$ cat config.mk
export PLATFORM = sky130hd
export DESIGN_NAME = chunk_capture_buffer
export DESIGN_NICKNAME = d
export VERILOG_FILES = /design/src/rtl/chunk_capture_buffer_pkg.sv /design/src/rtl/chunk_capture_buffer_bank_ram.sv /design/src/rtl/chunk_capture_buffer.sv
export SDC_FILE = /design/constraint.sdc
export NUM_CORES = 2
export LEC_CHECK = 0
export CAP_MARGIN = 10
export CORE_ASPECT_RATIO = 0.8
export CORE_UTILIZATION = 30
export DETAILED_ROUTE_END_ITERATION = 7
export SKIP_CTS_REPAIR_TIMING = 1
export SYNTH_ARGS = -nofsm -noshare
export SYNTH_HDL_FRONTEND = slang
export SYNTH_SLANG_ARGS = --single-unit
$ cat constraint.sdc
create_clock -name clk -period 3.35 [get_ports clk]
set_input_delay 0.335 -clock clk [delete_from_list [all_inputs] [get_ports clk]]
set_output_delay 0.335 -clock clk [all_outputs]
set_load 0.02 [all_outputs]
$ cat src/rtl/chunk_capture_buffer_pkg.sv
// Shared definitions for the chunk capture buffer and its downstream processor.
// Holds the capture FSM encoding and the default sample/chunk dimensions.
package chunk_capture_buffer_pkg;

  localparam int DEF_SAMPLE_SIZE  = 24;
  localparam int DEF_IO_BUFF_SIZE = 64;

  typedef enum logic {
    CAP_IDLE = 1'b0,
    CAP_FILL = 1'b1
  } cap_state_e;

endpackage

$ cat src/rtl/chunk_capture_buffer_bank_ram.sv
// One chunk bank: single synchronous write port, combinational read port.
// Contents are intentionally not reset.
module chunk_capture_buffer_bank_ram
  import chunk_capture_buffer_pkg::*;
#(
  parameter int WIDTH     = DEF_SAMPLE_SIZE,
  parameter int DEPTH     = DEF_IO_BUFF_SIZE,
  parameter int ADDR_BITS = $clog2(DEPTH)
) (
  input  logic                 clk,
  input  logic                 we,
  input  logic [ADDR_BITS-1:0] waddr,
  input  logic [WIDTH-1:0]     wdata,
  input  logic [ADDR_BITS-1:0] raddr,
  output logic [WIDTH-1:0]     rdata
);

  logic [WIDTH-1:0] mem [DEPTH];

  always_ff @(posedge clk) begin
    if (we) mem[waddr] <= wdata;
  end

  assign rdata = mem[raddr];

endmodule

$ cat src/rtl/chunk_capture_buffer.sv
// Ping-pong capture of a sample stream into two chunk banks; pulses when a bank completes.
// Optional sticky overrun detection is built when CHUNK_OVERRUN_DETECT_EN is defined.
//
// state    | meaning
// CAP_IDLE | capture disabled, write pointer parked at 0
// CAP_FILL | writing valid samples into the current write bank
module chunk_capture_buffer
  import chunk_capture_buffer_pkg::*;
#(
  parameter int SAMPLE_SIZE      = DEF_SAMPLE_SIZE,
  parameter int IO_BUFF_SIZE     = DEF_IO_BUFF_SIZE,
  parameter int IO_BUFF_PTR_BITS = $clog2(IO_BUFF_SIZE)
) (
  input  logic                        clk,
  input  logic                        rst,
  input  logic                        en,
  input  logic                        in_valid,
  input  logic [SAMPLE_SIZE-1:0]      in_sample,
  output logic                        chunk_pulse,
  input  logic [IO_BUFF_PTR_BITS-1:0] input_buff_ptr,
  output logic [SAMPLE_SIZE-1:0]      input_buff_sample,
  output logic                        wr_bank_o,
  output logic [IO_BUFF_PTR_BITS-1:0] fill_level
`ifdef CHUNK_OVERRUN_DETECT_EN
  ,
  input  logic                        proc_busy,
  output logic                        overrun
`endif
);

  localparam logic [IO_BUFF_PTR_BITS-1:0] LAST_SLOT = IO_BUFF_PTR_BITS'(IO_BUFF_SIZE - 1);

  cap_state_e                  state, state_nxt;
  logic [IO_BUFF_PTR_BITS-1:0] wr_ptr;
  logic                        wr_bank, rd_bank;
  logic                        wr_en, swap;
  logic [SAMPLE_SIZE-1:0]      rd_data0, rd_data1;

  always_ff @(posedge clk or negedge rst) begin
    if (!rst) state <= CAP_IDLE;
    else      state <= state_nxt;
  end

  always_comb begin
    state_nxt = state;
    case (state)
      CAP_IDLE: if (en)  state_nxt = CAP_FILL;
      CAP_FILL: if (!en) state_nxt = CAP_IDLE;
      default:           state_nxt = CAP_IDLE;
    endcase
  end

  always_comb begin
    wr_en = (state == CAP_FILL) && en && in_valid;
    swap  = wr_en && (wr_ptr == LAST_SLOT);
  end

  // Swap and pointer wrap share one edge so the read bank holds the new chunk during the pulse.
  always_ff @(posedge clk or negedge rst) begin
    if (!rst) begin
      wr_ptr      <= '0;
      wr_bank     <= 1'b0;
      rd_bank     <= 1'b1;
      chunk_pulse <= 1'b0;
    end else begin
      chunk_pulse <= swap;
      if ((state == CAP_FILL) && !en) begin
        wr_ptr <= '0;
      end else if (swap) begin
        wr_ptr  <= '0;
        wr_bank <= ~wr_bank;
        rd_bank <= wr_bank;
      end else if (wr_en) begin
        wr_ptr <= wr_ptr + 1'b1;
      end
    end
  end

  chunk_capture_buffer_bank_ram #(
    .WIDTH(SAMPLE_SIZE), .DEPTH(IO_BUFF_SIZE), .ADDR_BITS(IO_BUFF_PTR_BITS)
  ) u_bank0 (
    .clk(clk), .we(wr_en && !wr_bank), .waddr(wr_ptr), .wdata(in_sample),
    .raddr(input_buff_ptr), .rdata(rd_data0)
  );

  chunk_capture_buffer_bank_ram #(
    .WIDTH(SAMPLE_SIZE), .DEPTH(IO_BUFF_SIZE), .ADDR_BITS(IO_BUFF_PTR_BITS)
  ) u_bank1 (
    .clk(clk), .we(wr_en && wr_bank), .waddr(wr_ptr), .wdata(in_sample),
    .raddr(input_buff_ptr), .rdata(rd_data1)
  );

  assign input_buff_sample = rd_bank ? rd_data1 : rd_data0;
  assign wr_bank_o         = wr_bank;
  assign fill_level        = wr_ptr;

`ifdef CHUNK_OVERRUN_DETECT_EN
  logic en_q;

  // Sticky until reset or a falling edge of en; the swap itself is never blocked.
  always_ff @(posedge clk or negedge rst) begin
    if (!rst) begin
      en_q    <= 1'b0;
      overrun <= 1'b0;
    end else begin
      en_q <= en;
      if (en_q && !en)            overrun <= 1'b0;
      else if (swap && proc_busy) overrun <= 1'b1;
    end
  end
`endif

endmodule

==> qor.csv <==
stage;metric;value;unit
synthesis;Unique masters post-synth;33;
drt;Initial DRC Count;6645;
drt;WL final;308000;um
cells_and_area;# fillers;34600;
synthesis;Yosys top cell by area;edfxtp_1;
placed_design;Port-buffer cells;65;
cells_and_area;FF/Latch Area;92500;um^2
outcome;violated checks;negative setup slack;
synthesis;Syn Area/Cell;25.7;um^2
critical_path;critical path type;reg -> out;
sta;fin crit period;3.87;ns
hold_path;worst hold path startpoint;in_sample[15];
synthesis;most frequent cell after synthesis;edfxtp_1;
die;row cnt;205;
synthesis;post-synthesis adder-cell area fraction;0.0107;%
synthesis;Ys Warns;0;
critical_path;RR Startpoint;fill_level[5];
drt;DR vias/cell;5.07;
cells_and_area;Syn-to-layout area delta;19.5;%
cells_and_area;Util after Layout;36.0;%
synthesis;area fraction of the dominant cell type after synthesis;78.6;%
critical_path;Crit Path Max Fanout;1;
global_routing;initial antenna violation count;37;
clocking;CTS tree;built;
critical_path;crit-path most repeated cell;mux4_2;
sta;clk_skew;0.0475;ns
global_routing;Global Route Usage Sum;15.4;%
outcome;status;complete, but fails checks;
pwr;Switching Fraction;20.9;%
clocking;CTS buffer count;310;
critical_path;critical path endpoint category;output pin;
sta;period utilization;116;%
sta;setup slack after layout;-0.523;ns
pwr;sequential share of power;53.0;%
critical_path;CP startpoint;u_bank0.mem[21][12];
critical_path;crit-path cells;mux4_2, mux4_2, mux4_2, mux2_4, buf_6;
hold_path;hold crit path type;in -> reg;
run;max_cap viols;0;
synthesis;post-synthesis simple-gate area fraction;0.628;%
synthesis;Mapped Cells;4557;
sta;Worst slew margin;21.2;%
placed_design;GPL Wtd Cong;0.783;
clocking;clk sinks;3082;
placed_design;post-DP HPWL;176000;um
synthesis;cell area after synthesis;117000;um^2
synthesis;largest family of logic cells by synthesized area;multiplexers;
sta;RSZ-0062 raised after global routing;yes;
critical_path;CP max stage delay;0.67;ns
cells_and_area;nets@finish;5145;
synthesis;Async SR Flop Fraction;0.324;%
global_routing;first-pass GRT wire length;430000;um
pwr;Leak;42.6;nW
clocking;Root Buffer;clkbuf_16;
clocking;H-Tree Depth;5;
die;Die H;561;um
synthesis;synthesized-area fraction occupied by xor and xnor cells;0.0149;%
cells_and_area;share of post-route cells with drive strength above 1;38.8;%
synthesis;top cells by count, synth;3072 x edfxtp_1, 1008 x mux4_2, 153 x clkbuf_1;
synthesis;syn nets;4592;
synthesis;mux contribution to synthesized area;19.6;%
pwr;Internal Power;0.0634;W
synthesis;Yosys reg bits;3082;
die;Die Wd;701;um
cells_and_area;Multi-input gate area;24900;um^2
synthesis;Post-synth EDFFs;3072;
sta;Final Hold Viols;0;
clocking;Clk pin slew, worst setup/hold paths;0.06;ns
critical_path;CP max stage cell;mux4_2;
die;# IOs;66;
critical_path;Worst Path Required;3.01;ns
critical_path;Top delay family on crit path;multiplexers;
critical_path;nature of the critical path startpoint;register;
pwr;net switching power figure;0.0167;W
pwr;clock share of power;41.7;%
synthesis;prevailing post-synth register cell;edfxtp_1;
pwr;combinational power share;5.3;%
drt;DRC viols;0;
sta;Max Freq;258;MHz
synthesis;Seq/Total Area, Yosys;78.8;%
drt;Pre-antenna DRT Iters;5;
global_routing;number of global-route vias before repair;54300;
clocking;CTS max path bufs;4;
synthesis;largest cells by area after synthesis;edfxtp_1 79%, mux4_2 19%, clkbuf_1 0.49%;
global_routing;pin count of the biggest net entering global routing;103;
critical_path;WP buf/inv;1;
drt;WL/cell;29.2;um
die;Die ar.;394000;um^2
pwr;power density cells;571;nW/um^2
pwr;Worst IR Drop VDD;0.409;mV
pwr;Final Power;0.0801;W
die;core area;390000;um^2
critical_path;Worst EP arrival;3.54;ns
synthesis;Compound-Gate Fraction of Synth Area;0.0618;%
clocking;clk_lat worst skew;0.89;ns
global_routing;total gr overflow;0;
sta;final setup violation count;24;
drt;Antenna Nets Post-Route;0;
sta;worst slew pin tran;1.18;ns
sta;Final Slew Violations;0;
die;Initial Util;30.1;%
drt;vias;53500;
==> kinds of logic after synthesis <==
family / count (synthesis)
xor+xnor: 2
mux: 1033
simple gates: 180
flops: 3082
compound gates: 11
fa+ha+maj: 1
buf+inv: 248
==> per-layer routing <==
metal  part of all wire [%]  GRT usage [%]  vias up
met5                  0.045              0        -
met4                    2.9           4.59       22
met3                    8.5           3.01      397
met2                     48           24.8     2313
met1                     40           21.2    29500
li1                       -              -    21200
==> layout make-up <==
class | instances | area share (%)
sequential | 3082 | 66.0
multi-input combinational | 1227 | 17.7
clock buffer | 375 | 5.83
timing repair buffer | 486 | 4.76
tap | 5175 | 4.62
clock inverter | 179 | 1.07
antenna | 13 | 0.0232
inverter | 3 | 0.00803
==> per-stage QoR <==
stage / hold WS, ns / TNS, ns / instance area [um^2] / setup WS, ns / std cells
finish: 0.0225 / -10.62 / 140000 / -0.523 / 10500
global route: 0.0205 / -11.55 / 140000 / -0.548 / 10500
CTS: -0.211 / -13.37 / 140000 / -0.625 / 10500
detailed placement: 0.670 / -8.78 / 130000 / -0.447 / 9971
global placement: 0.668 / -9.26 / 130000 / -0.476 / 9971
floorplan: 0.0394 / 0 / 117000 / 0.0946 / 4557
==> final timing paths <==
check,end,slack (ns),depth (start not counted)
worst max-delay path,input_buff_sample[12],-0.52,5
worst min-delay path,u_bank1.mem[6][15],0.02,1
worst max register to register,u_bank1.mem[39][8],0.66,4
worst min register to register,fill_level[2],0.71,2
max in group asynchronous,rd_bank,2.57,2
min in group asynchronous,wr_bank_o,0.38,2
==> state kept, by name, indices dropped and copies added, names as in the netlist <==
register and cells:
chunk_pulse 1, fill_level 6, rd_bank 1, state 1, u_bank0.mem 1536, u_bank1.mem 1536, wr_bank_o 1
==> worst reg2reg max path, stage by stage, from the launching register on <==
cell	delay (ns)
dfrtp_1	0.80
nand2b_1	0.31
or2_2	0.69
nor2_4	0.25
buf_12	0.27
==> layout by cell type (no fill, tap or decap), types with 2 or more instances in the layout <==
cell / Yosys / routed
nor2_4: 0 / 125
clkinv_4: 0 / 2
buf_8: 0 / 3
nand3_1: 9 / 8
inv_16: 0 / 2
buf_6: 1 / 24
dlygate4sd3_1: 0 / 2
edfxtp_1: 3072 / 3072
dfrtp_1: 9 / 9
o21ai_0: 4 / 4
clkbuf_8: 0 / 3
buf_12: 0 / 229
clkdlybuf4s50_1: 0 / 11
inv_6: 0 / 7
nor3b_1: 2 / 2
bufinv_16: 0 / 22
buf_4: 0 / 215
nand2_1: 19 / 19
inv_1: 3 / 3
clkinv_1: 0 / 64
clkbuf_16: 0 / 317
mux4_2: 1008 / 1008
nor2b_1: 3 / 3
nor3_2: 0 / 3
nor3_1: 5 / 2
diode_2: 0 / 13
mux2_4: 0 / 24
clkinv_2: 0 / 70
o21bai_1: 3 / 3
or2_2: 2 / 2
clkinvlp_4: 0 / 8
clkinv_8: 0 / 4
clkbuf_1: 153 / 55
nor2_1: 132 / 7
==> power groups by stage <==
stage	combinational [W]	sequential, W	clock [W]
floorplan	0.00202	0.0433	0
global placement	0.00419	0.0433	0
detailed placement	0.00424	0.0433	0
CTS	0.00425	0.0425	0.0340
global route	0.00446	0.0424	0.0354
finish	0.00427	0.0425	0.0334
No activity file was read; power rests on OpenSTA's default activity.
